$ cat src/rtl/array_ram.sv
// array_ram: single-port synchronous word memory behind a valid/ready
// request handshake. After reset the whole array is zeroed one word per
// cycle (CLEAR). Then each accepted request returns the word's previous
// contents and, for a write, stores the new data (read-first).
// The response data port is named dout because "do" is a reserved word.
module array_ram #(
  parameter int N = 8,
  parameter int A = 8
) (
  input  logic         clk,
  input  logic         rst,
  input  logic [A-1:0] addr,
  input  logic         we,
  input  logic [N-1:0] di,
  input  logic         valid,
  output logic [N-1:0] dout,
  output logic         ready
);

  localparam int DEPTH = 2 ** A;
  localparam logic [A-1:0] PTR_LAST = {A{1'b1}};
  localparam logic [A-1:0] PTR_ONE  = A'(1);

  typedef enum logic [0:0] {
    CLEAR = 1'b0,
    IDLE  = 1'b1
  } state_t;

  state_t       state;
  state_t       state_next;
  logic [A-1:0] ptr;
  logic [A-1:0] ptr_next;

  logic [N-1:0] mem [0:DEPTH-1];

  logic         accept;
  logic         mem_we;
  logic [A-1:0] mem_waddr;
  logic [N-1:0] mem_wdata;

  // A request is taken only in IDLE, and never while the previous response
  // is still being presented, so a held valid yields one op per two cycles.
  assign accept = (state == IDLE) && valid && !ready;

  // Next-state logic: CLEAR walks ptr across every word, then IDLE forever.
  always_comb begin
    state_next = state;
    ptr_next   = ptr;
    case (state)
      CLEAR: begin
        ptr_next = ptr + PTR_ONE;
        if (ptr == PTR_LAST) begin
          state_next = IDLE;
        end else begin
          state_next = CLEAR;
        end
      end
      IDLE: begin
        state_next = IDLE;
      end
      default: begin
        state_next = CLEAR;
        ptr_next   = {A{1'b0}};
      end
    endcase
  end

  // State and clear-pointer registers; reset restarts CLEAR from word 0.
  always_ff @(posedge clk) begin
    if (rst) begin
      state <= CLEAR;
      ptr   <= {A{1'b0}};
    end else begin
      state <= state_next;
      ptr   <= ptr_next;
    end
  end

  // Select the single memory write port: clearing, or an accepted write.
  always_comb begin
    mem_we    = 1'b0;
    mem_waddr = ptr;
    mem_wdata = {N{1'b0}};
    if (rst) begin
      mem_we = 1'b0;
    end else if (state == CLEAR) begin
      mem_we    = 1'b1;
      mem_waddr = ptr;
      mem_wdata = {N{1'b0}};
    end else if (accept && we) begin
      mem_we    = 1'b1;
      mem_waddr = addr;
      mem_wdata = di;
    end else begin
      mem_we = 1'b0;
    end
  end

  // Memory array write; no reset here, CLEAR zeroes the contents instead.
  always_ff @(posedge clk) begin
    if (mem_we) begin
      mem[mem_waddr] <= mem_wdata;
    end
  end

  // Registered response: old word at addr and a one-cycle ready pulse.
  // dout keeps its value until the next accepted request.
  always_ff @(posedge clk) begin
    if (rst) begin
      ready <= 1'b0;
      dout  <= {N{1'b0}};
    end else if (accept) begin
      ready <= 1'b1;
      dout  <= mem[addr];
    end else begin
      ready <= 1'b0;
    end
  end

endmodule

$ cat config.mk
export PLATFORM = sky130hd
export DESIGN_NAME = array_ram
export DESIGN_NICKNAME = d
export VERILOG_FILES = /design/src/rtl/array_ram.sv
export SDC_FILE = /design/constraint.sdc
export NUM_CORES = 2
export LEC_CHECK = 0
export CORE_AREA = 3 3 388 390
export DETAILED_ROUTE_END_ITERATION = 10
export DIE_AREA = 0 0 391 393
export PLACE_DENSITY = 0.73
export SLEW_MARGIN = 40
export SYNTH_ARGS = -nofsm -noshare
export SYNTH_HDL_FRONTEND = slang
export SYNTH_SLANG_ARGS = --single-unit
$ cat constraint.sdc
create_clock -name clk -period 12.1 [get_ports clk]
set_input_delay 1.21 -clock clk [delete_from_list [all_inputs] [get_ports clk]]
set_output_delay 1.21 -clock clk [all_outputs]
set_load 0.05 [all_outputs]
==> metrics.txt <==
status finished clean; worst-path maximum fanout 71; initial drt markers 5606; placer's final routability congestion estimate 0.882; Worst-path clk slew 60 ps; Starting Density 54.8%; # Post-CTS Setup Buffers 0; Ports 29; sequential area share after synthesis 76.6%; first-pass GRT wire length 282000 um; flop and latch count out of synthesis 2066; clk_lat worst skew 830 ps; EDFF count, synth 2048; Async SR Flop Fraction 0%; met3 Use GR 6.35%; Pins Over Slew Limit 0; hold slack 582 ps; WL/cell 31.8 um; vias in the first global route 39800; Final min period 4870 ps; layout cell share with drive strength beyond 1 23.7%; fin util 60.8%; Vias 40100; Post-Place Setup Slack 6080 ps; # DRC 0; Critical R2R Launch state; Total Power 14.2 mW; placed inst area 0.0830 mm^2; Rows 141; Yosys warnings 0; Via-to-Cell Ratio 6.61; Die H 393 um; setup TNS 0 ps; FF-to-FF path depth 7; CTS H-tree lvls 4; clock root buffer master clkbuf_16; syn_area_per_cell 20.7 um^2; largest net degree at the start of global routing 177; met1 usage 35.6%; clock net sink count 2066; hpwl dp 116000 um; Gate Count Post-Synth 3899; Yosys cell types 56; Clock Skew 39.2 ps; Die X 391 um; Finished Layout Cells 6065; core footprint 0.147 mm^2; measured slew at the worst slew-check pin 954 ps; GRT met2 Usage 39.3%; DIE AREA 0.154 mm^2; area growth from synthesis to layout 11.0%; commonest non-fill, non-tap cells in the layout edfxtp_1, mux4_2, nor2_1; crit path kind input port to flop; Final Hold Viols 0; Total GRT Usage 25.5%; CP Launch Point addr[0]; dpl cells 5702; hold path depth 2; CP arrival 5580 ps; RSZ-0062 raised after global routing false; Final Instance Area 0.0896 mm^2; PD cells 158 mW/mm^2; Worst EP required 12820 ps; startpoint types input port; # resized after CTS 0; I/O Buffers 28; hold crit path type flop to flop; maximum clock frequency 0.205 GHz; highest ir drop seen on vdd 135 uV; maximum clock insertion buffer count 3; number of nets still failing antenna checks after routing 0; Min-Delay Startpoint dout[6]; worst slew margin relative to its limit 34.8%; total gr overflow 0; leak pwr 31.8 nW; DRT Pass-1 Iters 6; syn nets 3920; number of max-cap violations 0; grt peak-use layer met2; CTS tree built; Post-Syn Area 0.0808 mm^2; number of nets in the layout 3996; final period utilization 40.2%; Most used DFF post-synth edfxtp_1; commonest non-fill, non-tap cell in the layout edfxtp_1; setup ws final 7230 ps; Critical Path End Type flop; CTS Hold Buffers Added 0; CTS buffer count 197; initial antenna violation count 11; Total Routed Length 193000 um; setup violators final 0
## area by class of cell
class	instances	area, um^2
Clock inverter	104	1060
Inverter	12	45.0
Fill cell	9933	57800
Antenna cell	3	7.51
Multi-Input combinational cell	1582	17800
Clock buffer	252	5230
Timing Repair Buffer	116	1220
Tap cell	1930	2410
Sequential cell	2066	61900
## state kept, by name, indices dropped and copies added, names as in the netlist
| register | cells |
|---|---|
| dout | 8 |
| mem | 2048 |
| state | 1 |
| ready | 1 |
| ptr | 8 |
## metal layers
metal	routed length, um	up-vias
li1	-	16400
met1	72600	21100
met2	92100	2252
met3	21000	408
met4	7400	6
met5	41	-
## cell usage after synthesis (7+ instances only)
cell / n / area [um^2]
a22oi_1: 37 / 278
buf_2: 70 / 350
and3_1: 9 / 56.3
inv_1: 11 / 41.3
nor2_1: 295 / 1110
a21oi_1: 29 / 145
o22ai_1: 56 / 350
mux4_2: 453 / 10200
buf_8: 11 / 165
buf_1: 10 / 37.5
nor4_1: 8 / 50.1
a2111oi_0: 17 / 149
o211ai_1: 23 / 173
dfxtp_1: 18 / 360
o221ai_1: 43 / 377
nand3_1: 44 / 220
clkbuf_1: 83 / 312
buf_4: 28 / 210
or2_2: 7 / 43.8
nand3b_1: 12 / 90.1
o32ai_1: 8 / 70.1
o2111ai_1: 8 / 70.1
mux2_2: 24 / 270
nor2b_1: 44 / 275
nand2_1: 78 / 293
edfxtp_1: 2048 / 61500
o21ai_0: 45 / 225
or3_1: 18 / 113
buf_6: 34 / 383
a211o_1: 7 / 61.3
a211oi_1: 49 / 368
mux2i_1: 174 / 1740
o31ai_1: 10 / 75.1
a221oi_1: 8 / 70.1
nor3_1: 35 / 175
nand2b_1: 9 / 56.3
## report_power, final
| part | switching (mW) | internal [mW] |
|---|---|---|
| combinational | 0.270 | 0.150 |
| clock | 2.60 | 3.42 |
| sequential | 0.00265 | 7.75 |
## cell families after synthesis
| family | Yosys count | share of synthesized area (%) |
|---|---|---|
| compound gates | 353 | 3.10 |
| simple gates | 571 | 3.20 |
| fa+ha+maj | 1 | 0.0155 |
| flops | 2066 | 76.6 |
| buf+inv | 251 | 1.92 |
| mux | 651 | 15.1 |
| xor+xnor | 6 | 0.0651 |
## path summary, 6_finish.rpt
path,endpoint,slack [ps]
hold reg to reg,dout[6],580
setup reg to reg,mem[142][0],7860
setup / recovery,dout[6],7230
hold / removal,dout[6],580
## worst max-delay path: stages
cell and delay [ps]:
buf_8 510, buf_4 710, buf_12 400, buf_16 360, mux4_2 580, nor2b_1 150
a2111oi_0 720, a21oi_1 290, nand3_1 310, o211ai_1 120
No activity file was read; power rests on OpenSTA's default activity.
